==> src/rtl/mac_pkg.sv <==
// mac_pkg: shared definitions for the sequential MAC controller.
//   ACCW     - accumulator / adder width (always 32)
//   OPW_DEF  - default operand width
//   state_e  - controller state encoding
package mac_pkg;

    localparam int ACCW    = 32;
    localparam int OPW_DEF = 16;

    typedef enum logic [2:0] {
        IDLE,
        MUL,
        FIX,
        ACC,
        DONE
    } state_e;

endpackage

==> src/rtl/mac_add32.sv <==
// mac_add32: the single 32-bit adder shared by every arithmetic step of the
// MAC controller.
//   x, y  in  32  addends
//   cin   in  1   carry-in
//   sum   out 32  x + y + cin (mod 2^32)
//   cout  out 1   carry-out of bit 31
module mac_add32
    import mac_pkg::*;
(
    input  logic [ACCW-1:0] x,
    input  logic [ACCW-1:0] y,
    input  logic            cin,
    output logic [ACCW-1:0] sum,
    output logic            cout
);

    assign {cout, sum} = {1'b0, x} + {1'b0, y} + {{ACCW{1'b0}}, cin};

endmodule

==> src/rtl/mac_seq_ctrl.sv <==
// mac_seq_ctrl: sequential multiply-accumulate controller. Takes one operand
// pair per handshake, forms the product with a radix-2 shift-add loop, adds it
// to the 32-bit accumulator and presents the result on a valid/ready port.
// All additions go through one shared mac_add32 instance.
//
// Build option: MAC_SEQ_SIGNED_EN - two's-complement operands, a FIX state
// that negates the product, and signed-overflow detection.
//
// Ports:
//   clk, rst_n         clock, asynchronous active-low reset
//   in_valid/in_ready  operand handshake (ready only in IDLE)
//   a, b               multiplicand, multiplier (OPW bits)
//   acc_clr            accumulate onto 0 instead of the current accumulator
//   out_valid/out_ready result handshake
//   acc_out            accumulator after the latest accumulate
//   ovf                sticky overflow, cleared by an accepted acc_clr pair
//   busy               high in every state except IDLE
module mac_seq_ctrl
    import mac_pkg::*;
#(
    parameter int OPW = OPW_DEF
) (
    input  logic            clk,
    input  logic            rst_n,
    input  logic            in_valid,
    output logic            in_ready,
    input  logic [OPW-1:0]  a,
    input  logic [OPW-1:0]  b,
    input  logic            acc_clr,
    output logic            out_valid,
    input  logic            out_ready,
    output logic [ACCW-1:0] acc_out,
    output logic            ovf,
    output logic            busy
);

    localparam int CW = $clog2(OPW + 1);

    state_e          state_q, state_d;
    logic [ACCW-1:0] p_q, p_d;
    logic [ACCW-1:0] m_q, m_d;
    logic [OPW-1:0]  q_q, q_d;
    logic [CW-1:0]   cnt_q, cnt_d;
    logic [ACCW-1:0] acc_q, acc_d;
    logic            ovf_q, ovf_d;
    logic            clr_q, clr_d;
`ifdef MAC_SEQ_SIGNED_EN
    logic            sign_q, sign_d;
`endif

    logic [ACCW-1:0] add_x, add_y, add_sum;
    logic            add_cin, add_cout, add_ovf;
    logic [OPW-1:0]  a_mag, b_mag;

    mac_add32 u_add (
        .x    (add_x),
        .y    (add_y),
        .cin  (add_cin),
        .sum  (add_sum),
        .cout (add_cout)
    );

`ifdef MAC_SEQ_SIGNED_EN
    // The adder is idle in IDLE, so it forms both magnitudes at once: the
    // conditionally inverted a and b sit in separate OPW-bit fields and each
    // field gets +1 when its operand is negative. A negative operand has
    // ~x <= 2^(OPW-1)-1, so the low field never carries into the high one.
    assign a_mag   = add_sum[OPW-1:0];
    assign b_mag   = add_sum[2*OPW-1:OPW];
    assign add_ovf = (add_x[ACCW-1] == add_y[ACCW-1]) &&
                     (add_sum[ACCW-1] != add_x[ACCW-1]);
`else
    assign a_mag   = a;
    assign b_mag   = b;
    assign add_ovf = add_cout;
`endif

    // Ready is forced low while reset is asserted, not just after it.
    assign in_ready  = rst_n && (state_q == IDLE);
    assign busy      = (state_q != IDLE);
    assign out_valid = (state_q == DONE);
    assign acc_out   = acc_q;
    assign ovf       = ovf_q;

    always_comb begin
        state_d = state_q;
        p_d     = p_q;
        m_d     = m_q;
        q_d     = q_q;
        cnt_d   = cnt_q;
        acc_d   = acc_q;
        ovf_d   = ovf_q;
        clr_d   = clr_q;
`ifdef MAC_SEQ_SIGNED_EN
        sign_d  = sign_q;
`endif
        add_x   = '0;
        add_y   = '0;
        add_cin = 1'b0;

        case (state_q)
            IDLE: begin
`ifdef MAC_SEQ_SIGNED_EN
                add_x = ACCW'({(b[OPW-1] ? ~b : b), (a[OPW-1] ? ~a : a)});
                add_y = ACCW'({b[OPW-1], {(OPW-1){1'b0}}, a[OPW-1]});
`endif
                if (in_valid) begin
                    p_d     = '0;
                    m_d     = ACCW'(a_mag);
                    q_d     = b_mag;
                    cnt_d   = '0;
                    clr_d   = acc_clr;
`ifdef MAC_SEQ_SIGNED_EN
                    sign_d  = a[OPW-1] ^ b[OPW-1];
`endif
                    state_d = MUL;
                end
            end
            MUL: begin
                add_x = p_q;
                add_y = q_q[0] ? m_q : '0;
                p_d   = add_sum;
                m_d   = m_q << 1;
                q_d   = q_q >> 1;
                cnt_d = cnt_q + CW'(1);
                if (cnt_q == CW'(OPW - 1)) begin
`ifdef MAC_SEQ_SIGNED_EN
                    state_d = FIX;
`else
                    state_d = ACC;
`endif
                end
            end
`ifdef MAC_SEQ_SIGNED_EN
            FIX: begin
                add_x   = ~p_q;
                add_cin = 1'b1;
                if (sign_q) p_d = add_sum;
                state_d = ACC;
            end
`endif
            ACC: begin
                add_x   = clr_q ? '0 : acc_q;
                add_y   = p_q;
                acc_d   = add_sum;
                ovf_d   = (clr_q ? 1'b0 : ovf_q) | add_ovf;
                state_d = DONE;
            end
            DONE: begin
                if (out_ready) state_d = IDLE;
            end
            default: state_d = IDLE;
        endcase
    end

    always_ff @(posedge clk or negedge rst_n) begin
        if (!rst_n) begin
            state_q <= IDLE;
            p_q     <= '0;
            m_q     <= '0;
            q_q     <= '0;
            cnt_q   <= '0;
            acc_q   <= '0;
            ovf_q   <= 1'b0;
            clr_q   <= 1'b0;
`ifdef MAC_SEQ_SIGNED_EN
            sign_q  <= 1'b0;
`endif
        end else begin
            state_q <= state_d;
            p_q     <= p_d;
            m_q     <= m_d;
            q_q     <= q_d;
            cnt_q   <= cnt_d;
            acc_q   <= acc_d;
            ovf_q   <= ovf_d;
            clr_q   <= clr_d;
`ifdef MAC_SEQ_SIGNED_EN
            sign_q  <= sign_d;
`endif
        end
    end

endmodule

==> config.mk <==
export PLATFORM = sky130hd
export DESIGN_NAME = mac_seq_ctrl
export DESIGN_NICKNAME = d
export VERILOG_FILES = /design/src/rtl/mac_pkg.sv /design/src/rtl/mac_add32.sv /design/src/rtl/mac_seq_ctrl.sv
export SDC_FILE = /design/constraint.sdc
export NUM_CORES = 1
export LEC_CHECK = 0
export BUFFER_PORTS_ARGS = -buffer_cell sky130_fd_sc_hd__clkbuf_2
export CAP_MARGIN = 20
export CORE_ASPECT_RATIO = 0.5
export CORE_UTILIZATION = 50
export DETAILED_ROUTE_END_ITERATION = 6
export PLACE_DENSITY = 0.69
export SYNTH_ARGS = -nofsm -noshare
export SYNTH_HDL_FRONTEND = slang
export SYNTH_HIERARCHICAL = 1
export SYNTH_SLANG_ARGS = --single-unit
==> constraint.sdc <==
create_clock -name clk -period 7.3 [get_ports clk]
set_input_delay 1.825 -clock clk [delete_from_list [all_inputs] [get_ports clk]]
set_output_delay 1.825 -clock clk [all_outputs]
set_load 0.02 [all_outputs]
==> parameters.txt <==
Parameter                              Value

Cells and area
  Count of non-filler cells in the finished layout ... 1002
  Net count reported at finish ... 869
  Layout area overhead ... 14.0%
  Final Core Density ... 0.597
  Share of final-layout standard cells stronger than drive strength 1 ... 0.175
  # diodes ... 0

Timing
  Pins Over Slew Limit ... 0
  Setup Skew ... 0.0107 ns
  Tcrit/Tclk final ... 0.691
  Max transition margin ... 0.468
  Final setup violation count ... 0
  F_max ... 0.198 GHz
  Worst-margin pin slew ... 0.798 ns
  Min Tclk post-route ... 5.04 ns
  Post-layout worst setup margin ... 2.26 ns
  Setup TNS ... 0 ns
  Total count of hold-check failures in the final report ... 0
  RSZ-0062 raised after global routing ... no

Global route
  Wire length of the first global-routing pass ... 29300 µm
  GRT overflow ... 0
  Pin count of the biggest net entering global routing ... 65
  Vias in the first global route ... 5723
  Antenna violations before repair ... 0
  Global-route usage over all layers ... 0.250

Detailed routing
  Number of remaining DRC errors ... 0
  Detailed Route Iter0 Violations ... 507
  Vias per cell ... 6.03
  Routed wire length ... 17700 µm
  Overall via count from detail_route ... 6045
  Post-detailed-route count of antenna-violating nets ... 0
  Routed WL per cell ... 17.7 µm
  DR pass1 iterations ... 4

Floorplan
  Top Ports ... 73
  Die outline width ... 172 µm
  Core Area ... 13900 µm²
  Std cell rows ... 30
  Starting Density ... 0.523
  Chip height ... 87.1 µm
  DIE AREA ... 15000 µm²

Clock tree
  H-Tree Level Count ... 4
  Number of buffers added for setup after CTS ... 0
  Hold-fix buffers at CTS ... 0
  Clock Root Buffer ... sky130_fd_sc_hd__clkbuf_16
  Clock Pin Slew Worst Setup and Hold Paths ... 0.06 ns
  Clock tree from TritonCTS ... yes
  Post-cts sizing count ... 0
  Clock Latency Late Sink ... 0.41 ns
  Maximum clock path buffer count ... 2
  Num CTS Buffers ... 17
  Total number of clock tree sinks ... 122

Placement
  Worst-case setup slack after placement ... 2.35 ns
  HPWL after detailed placement ... 11400 µm
  Count of placed standard cells including taps ... 970
  Count of input and output buffers ... 72
  Routability Congestion ... 0.859

Logic synthesis
  Mux cell area share after synthesis ... 0.00138
  Ys Warns ... 6
  Sequential share of the synthesized area ... 0.421
  Count of unique library cells instantiated by Yosys ... 63
  Flip-flop and latch count after synthesis ... 122
  Post-synthesis share of cell area spent on xor and xnor gates ... 0.0375
  Simple-Gate Fraction of Synth Area ... 0.150
  Post-synthesis cell area ... 7250 µm²
  Compound-cell area share of the yosys netlist ... 0.281
  Main combinational cell family by area after synthesis ... compound AO/OA/AOI/OAI gates
  Synth Net Count ... 825
  Number of instances in the synthesized netlist ... 753
  Mean instance size in the synthesized netlist ... 9.63 µm²
  Synth async-reset ratio ... 1.00
  Post-synth EDFFs ... 0
  Most used flip-flop cell after synthesis ... sky130_fd_sc_hd__dfrtp_1
  Adder-cell share of the synthesized area ... 0.0625

Setup path
  Startpoint type of the worst setup path ... register
  Largest delay contributor family on the critical path ... compound AO/OA/AOI/OAI gates
  WS Path Type ... register to register
  Data required time at the worst endpoint ... 7.59 ns
  Sort of element at the end of the critical path ... register
  Buf/Inv on CP ... 2
  Maximum cell stage delay along the critical path ... 0.63 ns
  Critical path fanouts, max ... 51
  Critical Path, Cell by Cell ... nor3b_4, buf_4, and2_1, buf_4, a22o_1, fa_1, fa_1, a21o_1, a221oi_1, o21a_1, a21oi_1, a21oi_1, o221ai_1, xor2_1, a22o_1
  Data arrival, critical path ... 5.34 ns
  Slowest cell on crit path ... sky130_fd_sc_hd__a221oi_1

Pwr
  Overall Power ... 4.30 mW
  Worst vdd rail ir drop ... 0.000242 V
  Areal power density over the cells ... 520 nW/µm²
  LEAKAGE ... 3.99 nW

Run status
  Outcome ... complete, no violations

Worst hold path
  Classification of the worst-slack hold path ... register to register

Run
  Max-cap check violation count ... 0
-- metrics by stage --
step | area (µm²) | hold slack (ns)
global route | 8270 | 0.530
finish | 8270 | 0.504
global placement | 7670 | 0.486
floorplan | 7250 | 0.466
CTS | 8270 | 0.508
detailed placement | 7670 | 0.496
-- cell families after synthesis --
logic type / count (synthesis)
AND/OR/NAND/NOR: 237
XOR/XNOR: 31
flip-flops: 122
AO/OA/AOI/OAI: 254
buffers and inverters: 72
adder cells (fa/ha/maj): 35
multiplexers: 1
other: 1
-- cell usage in the layout (no fill, tap or decap), types with 4 or more instances in the layout --
cell                        instances
sky130_fd_sc_hd__a22o_1           116
sky130_fd_sc_hd__o21ai_0            9
sky130_fd_sc_hd__nand4_1            5
sky130_fd_sc_hd__o211ai_1           6
sky130_fd_sc_hd__nand3_1           23
sky130_fd_sc_hd__a22oi_1           16
sky130_fd_sc_hd__clkbuf_2          71
sky130_fd_sc_hd__inv_1             11
sky130_fd_sc_hd__o21ai_1            5
sky130_fd_sc_hd__dfrtp_1          122
sky130_fd_sc_hd__nor3b_1            4
sky130_fd_sc_hd__xor2_1            16
sky130_fd_sc_hd__o21bai_1           5
sky130_fd_sc_hd__and3_1             4
sky130_fd_sc_hd__a21oi_1           36
sky130_fd_sc_hd__ha_1              33
sky130_fd_sc_hd__nor2_1            44
sky130_fd_sc_hd__buf_4             13
sky130_fd_sc_hd__a31oi_1            4
sky130_fd_sc_hd__clkbuf_16         17
sky130_fd_sc_hd__a21o_1            18
sky130_fd_sc_hd__a221oi_2          13
sky130_fd_sc_hd__xnor2_1           15
sky130_fd_sc_hd__clkinv_4           6
sky130_fd_sc_hd__nand2_1          130
-- path summary, 6_finish.rpt --
path,startpoint,endpoint,slack (ns),depth (start not counted)
max,state_q[0]$_DFFE_PN0P_,p_q[30]$_DFFE_PN0P_,2.26,15
min,acc_out[27]$_DFFE_PN0N_,acc_out[27]$_DFFE_PN0N_,0.50,2
max reg2reg,state_q[0]$_DFFE_PN0P_,p_q[30]$_DFFE_PN0P_,2.26,15
min reg2reg,acc_out[27]$_DFFE_PN0N_,acc_out[27]$_DFFE_PN0N_,0.50,2
max in group asynchronous,rst_n,p_q[20]$_DFFE_PN0P_,4.41,3
min in group asynchronous,rst_n,q_q[8]$_DFFE_PN0P_,1.61,2
-- area by class of cell --
type	count	area, µm²
multi-input combinational	559	3880
clock inverter	15	166
inverter	13	48.8
fill	1201	5590
sequential	122	3050
tap	192	240
timing repair buffer	84	453
clock buffer	17	425
-- cell usage after synthesis, drive strengths merged, types with 2 or more instances --
| library cell | number | area [µm²] |
|---|---|---|
| nand2 | 131 | 494 |
| dfrtp | 122 | 3050 |
| a22o | 116 | 1020 |
| nor2 | 46 | 173 |
| a21oi | 36 | 180 |
| clkbuf | 33 | 124 |
| ha | 33 | 413 |
| buf | 26 | 163 |
| nand3 | 24 | 125 |
| a21o | 19 | 144 |
| a221oi | 16 | 221 |
| a22oi | 16 | 120 |
| xor2 | 16 | 140 |
| xnor2 | 15 | 131 |
| o21ai | 14 | 70.1 |
| inv | 13 | 48.8 |
| nor3b | 6 | 55.1 |
| o211ai | 6 | 45.0 |
| nand4 | 5 | 31.3 |
| o21bai | 5 | 37.5 |
| a31oi | 4 | 25.0 |
| and3 | 4 | 25.0 |
| a211oi | 3 | 22.5 |
| a311oi | 3 | 26.3 |
| nor3 | 3 | 15.0 |
| o21a | 3 | 22.5 |
| o31ai | 3 | 22.5 |
| and2 | 2 | 12.5 |
| fa | 2 | 40.0 |
| nand2b | 2 | 12.5 |
| nor2b | 2 | 12.5 |
| nor4b | 2 | 47.6 |
| o31a | 2 | 17.5 |
| or3 | 2 | 12.5 |
-- metal layers --
| metal | wire length (µm) | track usage | vias to the layer above |
|---|---|---|---|
| met5 | 0 | 0 | - |
| met4 | 131 | 0.0636 | 0 |
| met2 | 7800 | 0.365 | 154 |
| met3 | 826 | 0.0536 | 13 |
| li1 | - | - | 2864 |
| met1 | 8940 | 0.374 | 3014 |
-- power breakdown --
group	total [mW]	switching, mW	internal (mW)
clock	0.841	0.334	0.508
sequential	1.24	0.252	0.983
combinational	2.22	1.30	0.925
-- state kept, by name (all words and copies together) (netlist names) --
signal   count
acc_out     32
clr_q        1
cnt_q        5
m_q         32
ovf          1
p_q         32
q_q         16
state_q      3
-- worst register-to-register path, stage by stage (launching register included) --
cell	delay [ns]
sky130_fd_sc_hd__dfrtp_1	0.48
sky130_fd_sc_hd__nor3b_4	0.20
sky130_fd_sc_hd__buf_4	0.33
sky130_fd_sc_hd__and2_1	0.26
sky130_fd_sc_hd__buf_4	0.25
sky130_fd_sc_hd__a22o_1	0.31
sky130_fd_sc_hd__fa_1	0.48
sky130_fd_sc_hd__fa_1	0.42
sky130_fd_sc_hd__a21o_1	0.21
sky130_fd_sc_hd__a221oi_1	0.63
sky130_fd_sc_hd__o21a_1	0.27
sky130_fd_sc_hd__a21oi_1	0.15
sky130_fd_sc_hd__a21oi_1	0.38
sky130_fd_sc_hd__o221ai_1	0.18
sky130_fd_sc_hd__xor2_1	0.18
sky130_fd_sc_hd__a22o_1	0.21
Note: power is estimated with default switching activity, not from simulation.
